$ cat src/rtl/mem_stage_lsu.sv
// MEMORY stage load/store unit: drives a single-port active-low SRAM with
// byte write masks, stalls the pipeline while a load is in flight, flags
// misaligned/illegal accesses and registers the retired result towards WB.
module mem_stage_lsu #(
    parameter int MEM_ADDR_SIZE = 10,
    parameter int MEM_LATENCY   = 1
) (
    input  logic                     CLK,
    input  logic                     RSTn,
    input  logic                     EN,
    input  logic                     START,
    input  logic                     MEM_in_valid,
    input  logic [31:0]              MEM_in_instr,
    input  logic [31:0]              MEM_in_ALU_res,
    input  logic                     MEM_in_MemRead,
    input  logic                     MEM_in_MemWrite,
    input  logic [2:0]               MEM_in_funct3,
    input  logic [31:0]              MEM_in_reg_data_2,
    output logic                     MEM_csb0,
    output logic                     MEM_web0,
    output logic [3:0]               MEM_wmask0,
    output logic [MEM_ADDR_SIZE-1:0] MEM_addr0,
    output logic [31:0]              MEM_din0,
    input  logic [31:0]              MEM_dout0,
    output logic                     MEM_stall,
    output logic                     WB_out_valid,
    output logic [31:0]              WB_out_instr,
    output logic [31:0]              WB_out_data,
    output logic                     WB_out_fault
);

    localparam logic [1:0] ST_IDLE  = 2'd0;
    localparam logic [1:0] ST_WAIT  = 2'd1;
    localparam logic [1:0] ST_DONE  = 2'd2;
    localparam logic [1:0] CNT_INIT = 2'(MEM_LATENCY - 1);

    logic [1:0]  state_reg;
    logic [1:0]  cnt_reg;
    logic [31:0] buf_reg;
    logic [31:0] instr_reg;
    logic [1:0]  off_reg;
    logic [2:0]  f3_reg;

    logic        enabled;
    logic [1:0]  off;
    logic        is_mem;
    logic        legal_f3;
    logic        misaligned;
    logic        fault;
    logic        issue;
    logic        issue_load;
    logic        issue_store;
    logic        wait_done;
    logic        retire_now;
    logic        retire_load;
    logic [31:0] load_word;
    logic [3:0]  store_mask;
    logic [31:0] store_data;

    // Lane-select and extend a captured SRAM word for the given load type.
    function automatic logic [31:0] load_extend(input logic [31:0] w,
                                                input logic [1:0]  o,
                                                input logic [2:0]  f);
        logic [7:0]  b;
        logic [15:0] h;
        logic [31:0] r;
        case (o)
            2'd0:    b = w[7:0];
            2'd1:    b = w[15:8];
            2'd2:    b = w[23:16];
            default: b = w[31:24];
        endcase
        h = o[1] ? w[31:16] : w[15:0];
        case (f)
            3'd0:    r = {{24{b[7]}}, b};
            3'd1:    r = {{16{h[15]}}, h};
            3'd4:    r = {24'd0, b};
            3'd5:    r = {16'd0, h};
            default: r = w;
        endcase
        return r;
    endfunction

    assign enabled = EN & START;
    assign off     = MEM_in_ALU_res[1:0];
    assign is_mem  = MEM_in_MemRead | MEM_in_MemWrite;

    // Decode access legality and the store lane pattern from the stage inputs.
    always_comb begin
        legal_f3 = 1'b0;
        if (MEM_in_MemWrite) begin
            legal_f3 = (MEM_in_funct3 == 3'd0) || (MEM_in_funct3 == 3'd1) ||
                       (MEM_in_funct3 == 3'd2);
        end else if (MEM_in_MemRead) begin
            legal_f3 = (MEM_in_funct3 == 3'd0) || (MEM_in_funct3 == 3'd1) ||
                       (MEM_in_funct3 == 3'd2) || (MEM_in_funct3 == 3'd4) ||
                       (MEM_in_funct3 == 3'd5);
        end
        misaligned = ((MEM_in_funct3[1:0] == 2'b01) && off[0]) ||
                     ((MEM_in_funct3[1:0] == 2'b10) && (off != 2'd0));
        case (MEM_in_funct3[1:0])
            2'b00: begin
                store_mask = 4'b0001 << off;
                store_data = {4{MEM_in_reg_data_2[7:0]}};
            end
            2'b01: begin
                store_mask = 4'b0011 << off;
                store_data = {2{MEM_in_reg_data_2[15:0]}};
            end
            default: begin
                store_mask = 4'b1111;
                store_data = MEM_in_reg_data_2;
            end
        endcase
    end

    assign fault = MEM_in_valid && is_mem &&
                   ((MEM_in_MemRead && MEM_in_MemWrite) || !legal_f3 || misaligned);

    assign issue       = (state_reg == ST_IDLE) && enabled && MEM_in_valid && is_mem && !fault;
    assign issue_load  = issue && MEM_in_MemRead;
    assign issue_store = issue && MEM_in_MemWrite;
    assign wait_done   = (state_reg == ST_WAIT) && (cnt_reg == 2'd0);
    assign retire_load = (wait_done || (state_reg == ST_DONE)) && enabled;
    assign retire_now  = (state_reg == ST_IDLE) && enabled && MEM_in_valid && !issue_load;
    assign load_word   = load_extend(MEM_dout0, off_reg, f3_reg);

    // SRAM strobes and stall; everything is forced quiet while in reset.
    always_comb begin
        MEM_csb0   = 1'b1;
        MEM_web0   = 1'b1;
        MEM_wmask0 = 4'b0000;
        MEM_addr0  = '0;
        MEM_din0   = 32'd0;
        MEM_stall  = 1'b0;
        if (RSTn) begin
            MEM_addr0  = MEM_in_ALU_res[MEM_ADDR_SIZE+1:2];
            MEM_din0   = store_data;
            MEM_csb0   = !issue;
            MEM_web0   = !issue_store;
            MEM_wmask0 = issue_store ? store_mask : 4'b0000;
            MEM_stall  = issue_load ||
                         (((state_reg == ST_WAIT) || (state_reg == ST_DONE)) && !retire_load);
        end
    end

    // Load sequencer: latch the load at issue, count latency, buffer the word.
    always_ff @(posedge CLK) begin
        if (!RSTn) begin
            state_reg <= ST_IDLE;
            cnt_reg   <= 2'd0;
            buf_reg   <= 32'd0;
            instr_reg <= 32'd0;
            off_reg   <= 2'd0;
            f3_reg    <= 3'd0;
        end else begin
            case (state_reg)
                ST_IDLE: begin
                    if (issue_load) begin
                        state_reg <= ST_WAIT;
                        cnt_reg   <= CNT_INIT;
                        instr_reg <= MEM_in_instr;
                        off_reg   <= off;
                        f3_reg    <= MEM_in_funct3;
                    end
                end
                ST_WAIT: begin
                    if (cnt_reg != 2'd0) begin
                        cnt_reg <= cnt_reg - 2'd1;
                    end else begin
                        buf_reg   <= load_word;
                        state_reg <= enabled ? ST_IDLE : ST_DONE;
                    end
                end
                ST_DONE: begin
                    if (enabled) begin
                        state_reg <= ST_IDLE;
                    end
                end
                default: state_reg <= ST_IDLE;
            endcase
        end
    end

    // WB register: update only on enabled cycles, hold otherwise.
    always_ff @(posedge CLK) begin
        if (!RSTn) begin
            WB_out_valid <= 1'b0;
            WB_out_instr <= 32'd0;
            WB_out_data  <= 32'd0;
            WB_out_fault <= 1'b0;
        end else if (enabled) begin
            if (retire_now) begin
                WB_out_valid <= 1'b1;
                WB_out_instr <= MEM_in_instr;
                WB_out_data  <= (fault || MEM_in_MemWrite) ? 32'd0 : MEM_in_ALU_res;
                WB_out_fault <= fault;
            end else if (retire_load) begin
                WB_out_valid <= 1'b1;
                WB_out_instr <= instr_reg;
                WB_out_data  <= (state_reg == ST_WAIT) ? load_word : buf_reg;
                WB_out_fault <= 1'b0;
            end else begin
                WB_out_valid <= 1'b0;
            end
        end
    end

endmodule

$ cat config.mk
export PLATFORM = sky130hd
export DESIGN_NAME = mem_stage_lsu
export DESIGN_NICKNAME = d
export VERILOG_FILES = /design/src/rtl/mem_stage_lsu.sv
export SDC_FILE = /design/constraint.sdc
export NUM_CORES = 1
export LEC_CHECK = 0
export BUFFER_PORTS_ARGS = -buffer_cell sky130_fd_sc_hd__buf_2
export CORE_ASPECT_RATIO = 0.8
export CORE_UTILIZATION = 50
export DETAILED_ROUTE_END_ITERATION = 10
export PLACE_DENSITY_LB_ADDON = 0.15
export SYNTH_ARGS = -nofsm -noshare
export SYNTH_HDL_FRONTEND = slang
export SYNTH_SLANG_ARGS = --single-unit
$ cat constraint.sdc
create_clock -name CLK -period 2.5 [get_ports CLK]
set_input_delay 0.5 -clock CLK [delete_from_list [all_inputs] [get_ports CLK]]
set_output_delay 0.5 -clock CLK [all_outputs]
set_load 0.02 [all_outputs]
==> impl_metrics.yaml, run 1 <==
logic_synthesis:
  yosys_warnings: 0
  synth.net_count: 1087
  synth_top_area_cell: "dfxtp_1"
  synth.top_cells.by_count: "nand2_1 (184), dfxtp_1 (139), a21oi_1 (135), nor2_1 (86), o21ai_0 (77)"
  async_flop_share: 0
  synth_top_cell_area_share: 0.3920
  synth_ff_type: "dfxtp_1"
  syn_area_um2: 7099
  yosysMostFrequentCell: "nand2_1"
  synthCells: 945
  ys_seq_area_frac: 0.3920
  synth_edf_count: 0
  synth-seq-cells: 139
  synth_cell_types: 55
  syn_area_per_cell_um2: 7.512
  synthTopCellsByArea: "dfxtp_1 (39%), nand2_1 (9.7%), a21oi_1 (9.5%)"
cts:
  hold_buffers: 0
  clk_path_buf_depth: 2
  h-tree-depth: 4
  clk-insertion-delay-late_ns: 0.42
  cts_buffers: 17
  cts-root-buf: "clkbuf_16"
  cts.sinks: 139
  cts_tree: "yes"
  cts.clk_slew.worst_paths_ns: 0.06
final_layout:
  drive_above_1_share: 0.2915
  syn_to_final_growth_pct: 30.49
  fin_util: 0.6765
  fillers: 1200
  nNetsFinal: 1316
  layoutNonFillerInstCount: 1368
  multi_input_area_um2: 3941
  regArea_um2: 2783
worst_setup_path:
  crit_path_end_kind: "output port"
  startpoint: "MEM_in_funct3[0]"
  reg2reg_from: "state_reg[1]$_SDFFE_PN0P_"
  rr_worst_depth: 8
  critPathMaxStageDelay_ns: 0.57
  crit_family: "simple AND/OR/NAND/NOR gates"
  critPathKind: "primary input to output port"
  worstSetupPathDepth: 7
  arrival_ns: 1.88
  cp_slowest_cell: "or4_4"
  critPathBufInv: 3
  start_kind: "primary input"
  crit_path_cell_trace: "buf_2, or4_4, nand2_1, nand4_1, buf_4, a21oi_1, buf_2"
  r2r_end: "WB_out_data[18]$_SDFFE_PN0P_"
  worst-path-max-fanout: 5
  crit_path_frequent_cell: "buf_2"
  worstSetupEndpoint: "MEM_wmask0[2]"
  required_ns: 2.00
  ff2ff_setup_slack_ns: 0.37
grt:
  grt_pass1_wl_um: 36380
  grt_use_total: 0.3160
  grt_max_degree: 65
  grt_pass1_vias: 6957
  antenna_found_initial: 1
  grt_remaining_overflow: 0
hold_path:
  hold_class: "primary input to flip-flop"
  hp-start: "MEM_in_instr[29]"
timing:
  hold_ws_ns: 0.3361
  maxSlewViolCount: 0
  max_freq_mhz: 420.1
  setup_viol: 0
  period_share: 0.9522
  min_period_ns: 2.381
  setup_ws_ns: 0.1194
  slew_headroom: 0.4755
  finalHoldViolCount: 0
  rsz0062_at_grt: "false"
  finClkSkew_ns: 0.008631
  tightestPinTransition_ns: 0.7850
power:
  vdd_drop_max_v: 0.0005266
  cellPowerDensity_nw_per_um2: 627.8
  power_mw: 5.816
  power.leakage_nw: 3.922
detailed_routing:
  drt_pass1_iterations: 6
  vias: 7943
  wire_per_inst_um: 17.11
  drc: 0
  drt-vias-per-instance: 5.806
  drt_wl_total_um: 23400
  drt-initial-drc-count: 702
  final_antenna_net_count: 0
die:
  dieArea_um2: 14680
  rows: 38
  io_pins: 253
  start_util: 0.5185
  core-area_um2: 13690
  die_x_um: 135.2
  die_h_um: 108.6
placement:
  dp_slack_ns: 0.09698
  dp_cells: 1334
  dp_hpwl_um: 16420
  gp_congestion: 0.8672
  port_buffers: 252
run_status:
  status: "complete, no violations"
flow_run:
  drv_cap: 0
## layer usage
layer,GRT usage,vias up,part of all wire
met5,0,-,0
met4,0.1180,0,0.024
met3,0.05907,49,0.085
met2,0.5037,398,0.45
met1,0.4243,3668,0.44
li1,-,3828,-
## what timing repair did
action,CTS,global route
cloned,0,0
setup endpoints to repair,3,6
pin swaps,1,0
buffers inserted,1,0
gates resized for setup,0,4
## layout make-up
class | count | share of cell area
Multi-Input combinational cell | 709 | 0.4254
Clock buffer | 26 | 0.05605
Tap cell | 180 | 0.02431
Inverter | 14 | 0.005808
Timing Repair Buffer | 293 | 0.1737
Clock inverter | 6 | 0.01405
Antenna cell | 1 | 0.0002701
Sequential cell | 139 | 0.3004
## placed cells by master (no fill, tap or decap), drive strengths merged, types with 8 or more instances in the layout
| cell | synthesis | final |
|---|---|---|
| nor2 | 87 | 87 |
| mux2i | 18 | 18 |
| o21ai | 85 | 85 |
| nand2 | 184 | 184 |
| dfxtp | 139 | 139 |
| a211oi | 8 | 8 |
| nor3 | 16 | 16 |
| inv | 14 | 13 |
| clkbuf | 58 | 26 |
| or3 | 16 | 16 |
| a211o | 9 | 9 |
| o2111ai | 18 | 18 |
| a311oi | 32 | 32 |
| a221oi | 9 | 9 |
| and2 | 19 | 19 |
| buf | 25 | 293 |
| a21oi | 137 | 137 |
## power breakdown
| group | switching [mW] | total (mW) | internal (mW) | leakage, nW |
|---|---|---|---|---|
| Clock | 0.916 | 2.74 | 1.83 | 0.321 |
| Combinational | 0.470 | 0.753 | 0.283 | 2.47 |
| Sequential | 0.0361 | 2.32 | 2.28 | 1.13 |
| Total | 1.42 | 5.82 | 4.39 | 3.92 |
## worst min-delay path by stage
stage | end | slack (ns) | depth (start not counted)
2_1_floorplan | instr_reg[0]$_SDFFE_PN0P_ | 0.43 | 2
3_3_place_gp | instr_reg[30]$_SDFFE_PN0P_ | 0.44 | 2
3_5_place_dp | instr_reg[18]$_SDFFE_PN0P_ | 0.44 | 2
4_1_cts | WB_out_data[4]$_SDFFE_PN0P_ | 0.32 | 3
5_1_grt | instr_reg[29]$_SDFFE_PN0P_ | 0.33 | 3
6_report | instr_reg[29]$_SDFFE_PN0P_ | 0.34 | 3
## metrics by stage
step,TNS (ns),instance area (um2)
4_1_cts,0,9246
3_5_place_dp,0,8589
5_1_grt,0,9264
2_1_floorplan,-0.2982,7099
3_3_place_gp,0,8589
6_report,0,9264
## tightest hold or removal path, cell delays in order
cell,delay (ns)
buf_2,0.10
nand2_1,0.05
a21oi_1,0.05
## cell families (layout without fill, tap and decap cells)
| logic type | Yosys count | count (layout) | synth area share |
|---|---|---|---|
| AND/OR/NAND/NOR | 346 | 346 | 0.2097 |
| buffers and inverters | 97 | 339 | 0.05710 |
| adder cells (fa/ha/maj) | 4 | 4 | 0.007050 |
| other | 0 | 1 | 0 |
| multiplexers | 26 | 26 | 0.03965 |
| AO/OA/AOI/OAI | 333 | 333 | 0.2945 |
| flip-flops | 139 | 139 | 0.3920 |
No activity file was read; power rests on OpenSTA's default activity.
==> run 2, diff against run 1 <==
PLACE_DENSITY = 0.86   (was default)
PLACE_DENSITY_LB_ADDON = default   (was 0.15)
==> run 2 against run 1 <==
  * Via count grew 0.53%
  * First-iteration DRC count up 16%
  * Fmax is 2.8% lower
  * Die area did not move
  * Sequential share of layout area is 0.17 points higher
  * Critical path depth is 1 lower
  * Cell area shrank 0.55%
  * Cell count is essentially flat
==> impl_metrics.yaml, run 2 (synthesized netlist as in run 1, its figures left out) <==
grt:
  grt_pass1_vias: 7276
  grt_use_total: 0.3125
  grt_pass1_wl_um: 36470
  grt_remaining_overflow: 0
  antenna_found_initial: 2
  grt_max_degree: 83
worst_setup_path:
  crit_path_end_kind: "output port"
  arrival_ns: 1.95
  critPathMaxStageDelay_ns: 0.57
  cp_slowest_cell: "or4_4"
  crit_path_frequent_cell: "buf_2"
  crit_path_cell_trace: "buf_2, or4_4, nand2_2, nand4_1, a21oi_1, buf_2"
  start_kind: "primary input"
  critPathKind: "primary input to output port"
  worst-path-max-fanout: 5
  required_ns: 2.00
timing:
  setup_viol: 0
  tightestPinTransition_ns: 0.7738
  finClkSkew_ns: 0.01009
  min_period_ns: 2.450
  slew_headroom: 0.4829
  finalHoldViolCount: 0
  max_freq_mhz: 408.2
  period_share: 0.9800
  rsz0062_at_grt: "false"
  maxSlewViolCount: 0
power:
  internal_power_mw: 3.875
  power.leakage_nw: 3.879
  vdd_drop_max_v: 0.0004766
  pwr-share-comb: 0.138
  power_mw: 5.461
  switchingPower_mw: 1.586
  pwr-share-clk: 0.438
  p_sw_frac: 0.2904
  cellPowerDensity_nw_per_um2: 592.8
  seqPwrFrac: 0.424
die:
  rows: 38
  start_util: 0.5185
  core-area_um2: 13690
  io_pins: 253
  dieArea_um2: 14680
  die_h_um: 108.6
  die_x_um: 135.2
cts:
  cts_tree: "yes"
  cts.sinks: 139
  hold_buffers: 0
  cts_buffers: 17
  cts-root-buf: "clkbuf_16"
  h-tree-depth: 4
  clk_path_buf_depth: 2
  clk-insertion-delay-late_ns: 0.42
  cts.clk_slew.worst_paths_ns: 0.06
placement:
  dp_hpwl_um: 16390
  gp_congestion: 0.8755
  port_buffers: 252
  placed_cell_area_um2: 8615
detailed_routing:
  drt-initial-drc-count: 812
  drt-vias-per-instance: 5.833
  vias: 7985
  drc: 0
  wire_per_inst_um: 17.13
  drt_wl_total_um: 23450
  drt_pass1_iterations: 7
  final_antenna_net_count: 0
run_status:
  status: "complete, no violations"
final_layout:
  layout_commonest_cell: "buf_2"
  final_cell_mix: "buf_2 (249), nand2_1 (181), dfxtp_1 (139)"
  nNetsFinal: 1316
  finalInstanceArea_um2: 9213
  drive_above_1_share: 0.2974
  syn_to_final_growth_pct: 29.77
hold_path:
  hold_class: "primary input to flip-flop"
flow_run:
  drv_cap: 0
==> run 2: changes by cell type in the layout (fill, tap and decap cells not counted), sizes merged <==
cell	previous run	this run
clkinvlp	0	2
diode	1	2
clkinv	3	4
inv	13	23
clkbuf	26	17
bufinv	4	0
==> run 2: repair_timing <==
action / in CTS / in global routing
gates cloned: 0 / 0
gates resized for setup: 1 / 9
pin swaps: 0 / 2
buffers inserted: 0 / 1
endpoints found under the setup margin: 4 / 14
==> run 2: cell type report <==
type	instances	area [um2]
clock inverter	15	128.9
clock buffer	17	425.4
fill	1167	4481
inverter	14	53.80
tap	180	225.2
multi-input combinational	709	3953
timing repair buffer	293	1639
sequential	139	2783
antenna	2	5.005
==> run 2: metal layers <==
metal,track usage,part of all wire,up-vias
met1,0.4085,0.42,3672
met3,0.05907,0.092,42
met2,0.5176,0.47,429
met4,0.1027,0.020,0
li1,-,-,3842
met5,0,0,-
==> run 2: through the flow <==
step	cells	setup TNS [ns]	util	setup WS, ns	hold WS [ns]
after CTS	1366	0	0.6697	0.008762	0.3223
after floorplan	945	-0.2982	-	-0.08885	0.4321
after global routing	1369	0	0.6728	0.008678	0.3301
final	1369	0	0.6728	0.04996	0.3304
after detailed placement	1334	0	0.6291	0.07125	0.4438
after global placement	1334	0	0.6291	0.09501	0.4377
==> run 2: critical path: cells and delay by family <==
kind	cells	cell delay, ns
AOI/OAI and AO/OA	1	0.21
buffers and inverters	2	0.30
and+or+nand+nor	3	0.94
==> run 2: power by group through the flow <==
stage,logic [mW],clock network (mW),registers [mW]
5_1_grt,0.818,2.51,2.32
4_1_cts,0.746,2.41,2.31
2_1_floorplan,0.344,0,2.43
6_report,0.756,2.39,2.32
3_3_place_gp,0.732,0,2.36
3_5_place_dp,0.743,0,2.36
==> run 2: worst paths after layout <==
path                                            startpoint                          end  slack, ns  depth (start not counted)
worst min register to register  instr_reg[16]$_SDFFE_PN0P_   instr_reg[16]$_SDFFE_PN0P_       0.45                          2
worst min-delay path                     MEM_in_ALU_res[6]  WB_out_data[6]$_SDFFE_PN0P_       0.33                          3
worst max register to register     off_reg[1]$_SDFFE_PN0P_  WB_out_data[2]$_SDFFE_PN0P_       0.32                          5
worst max-delay path                      MEM_in_funct3[0]                MEM_wmask0[2]       0.05                          6
==> run 3, diff against run 2 <==
MAX_ROUTING_LAYER = met4   (was default)
PLACE_DENSITY = 0.8   (was 0.86)
RECOVER_POWER = 50   (was default)
==> run 3 against run 2 <==
  * Core utilization down 0.71 points
  * Clock power up 2%
  * First-iteration DRC count shrank 8.5%
  * Critical path type unchanged
  * Global-route usage up 0.97 points
==> impl_metrics.yaml, run 3 (synthesized netlist as in run 1, its figures left out) <==
timing:
  maxSlewViolCount: 0
  rsz0062_at_grt: "false"
  setup_viol: 0
  setup_ws_ns: 0.07431
  slew_headroom: 0.4072
  period_share: 0.9703
  finalHoldViolCount: 0
  finClkSkew_ns: 0.01370
  min_period_ns: 2.426
  max_freq_mhz: 412.3
  tightestPinTransition_ns: 0.8882
worst_setup_path:
  worst-path-max-fanout: 5
  critPathKind: "primary input to output port"
  arrival_ns: 1.93
  startpoint: "MEM_in_funct3[0]"
  r2r_end: "WB_out_data[10]$_SDFFE_PN0P_"
  ff2ff_setup_slack_ns: 0.32
  start_kind: "primary input"
  worstSetupEndpoint: "MEM_wmask0[3]"
  rr_worst_depth: 5
  reg2reg_from: "off_reg[0]$_SDFFE_PN0P_"
  required_ns: 2.00
  crit_path_end_kind: "output port"
die:
  start_util: 0.5185
  rows: 38
  die_x_um: 135.2
  core-area_um2: 13690
  dieArea_um2: 14680
  io_pins: 253
  die_h_um: 108.6
hold_path:
  hold_class: "primary input to flip-flop"
grt:
  antenna_found_initial: 1
  grt_remaining_overflow: 0
  grt_max_degree: 65
  grt_pass1_vias: 7145
  grt_pass1_wl_um: 36260
  grt_use_total: 0.3222
detailed_routing:
  final_antenna_net_count: 0
  drt_pass1_iterations: 5
  vias: 8006
  drt-initial-drc-count: 743
  drt-vias-per-instance: 5.831
  drt_wl_total_um: 23240
  wire_per_inst_um: 16.93
  drc: 0
cts:
  cts.clk_slew.worst_paths_ns: 0.07
  hold_buffers: 0
  clk_path_buf_depth: 2
  clk-insertion-delay-late_ns: 0.42
  h-tree-depth: 4
  cts_setup_buffers: 0
  cts_buffers: 17
  cts-root-buf: "clkbuf_16"
  cts_tree: "yes"
  cts.sinks: 139
placement:
  port_buffers: 252
  dp_hpwl_um: 16440
  gp_congestion: 0.8836
  dp_slack_ns: 0.06140
final_layout:
  layout_commonest_cell: "nand2_1"
  nNetsFinal: 1319
  drive_above_1_share: 0.2277
  syn_to_final_growth_pct: 28.39
  final_cell_mix: "nand2_1 (183), buf_2 (173), dfxtp_1 (139)"
run_status:
  status: "complete, no violations"
power:
  power_mw: 5.484
  vdd_drop_max_v: 0.0005183
  power.leakage_nw: 3.562
  cellPowerDensity_nw_per_um2: 601.7
flow_run:
  drv_cap: 0
==> run 3: cell types whose count changed in the layout (fill, tap and decap cells not counted), moves of 3 or more <==
cell | previous run | this run
buf_2 | 249 | 173
clkbuf_1 | 0 | 80
clkinvlp_4 | 2 | 5
inv_8 | 3 | 0
==> run 3: worst max-delay path, cell delays in order <==
cell and delay, ns:
clkbuf_1 0.11, or4_4 0.55, nand2_1 0.10, nand4_1 0.26
a21oi_1 0.21, buf_2 0.19
==> run 3: power breakdown <==
part / leakage (nW) / switching, mW / internal, mW
combinational: 2.17 / 0.467 / 0.269
sequential: 1.13 / 0.0365 / 2.28
clock: 0.261 / 1.04 / 1.39
==> run 3: final cells by class <==
| type | count | area, um2 |
|---|---|---|
| Timing Repair Buffer | 296 | 1543 |
| Antenna cell | 3 | 7.507 |
| Clock inverter | 14 | 133.9 |
| Multi-Input combinational cell | 709 | 3941 |
| Clock buffer | 18 | 429.2 |
| Tap cell | 180 | 225.2 |
| Sequential cell | 139 | 2783 |
| Fill cell | 1203 | 4578 |
| Inverter | 14 | 52.55 |
==> run 3: routing by layer <==
metal	part of all wire	wire length, um	vias up	track usage
met2	0.46	10740	406	0.5088
li1	-	-	3843	-
met5	0	0	-	-
met1	0.43	9912	3723	0.4094
met3	0.093	2162	34	0.06610
met4	0.018	427	0	0.1091
==> run 3: per-stage QoR <==
step                      TNS [ns]  instances  instance area, um2  hold slack (ns)  utilization
final                            0       1373                9115           0.3300       0.6657
after global routing             0       1371                9110           0.3265       0.6653
after CTS                        0       1370                9210           0.3179       0.6726
after detailed placement         0       1338                8632           0.4432       0.6304
after global placement           0       1338                8632           0.4380       0.6304
after floorplan            -0.2982        945                7099           0.4321            -
==> run 3: repair_timing <==
action                     in CTS  in global routing
pin swaps                       1                  0
setup endpoints to repair       5                  8
cloned                          0                  0
gates resized for setup         3                  4
==> run 3: worst min path at each step <==
stage | to | start | cells after the start
4_1_cts | instr_reg[29]$_SDFFE_PN0P_ | MEM_in_instr[29] | 3
3_3_place_gp | instr_reg[6]$_SDFFE_PN0P_ | instr_reg[6]$_SDFFE_PN0P_ | 2
2_1_floorplan | instr_reg[0]$_SDFFE_PN0P_ | instr_reg[0]$_SDFFE_PN0P_ | 2
5_1_grt | WB_out_data[6]$_SDFFE_PN0P_ | MEM_in_ALU_res[6] | 3
3_5_place_dp | instr_reg[1]$_SDFFE_PN0P_ | instr_reg[1]$_SDFFE_PN0P_ | 2
6_report | WB_out_data[4]$_SDFFE_PN0P_ | MEM_in_ALU_res[4] | 3
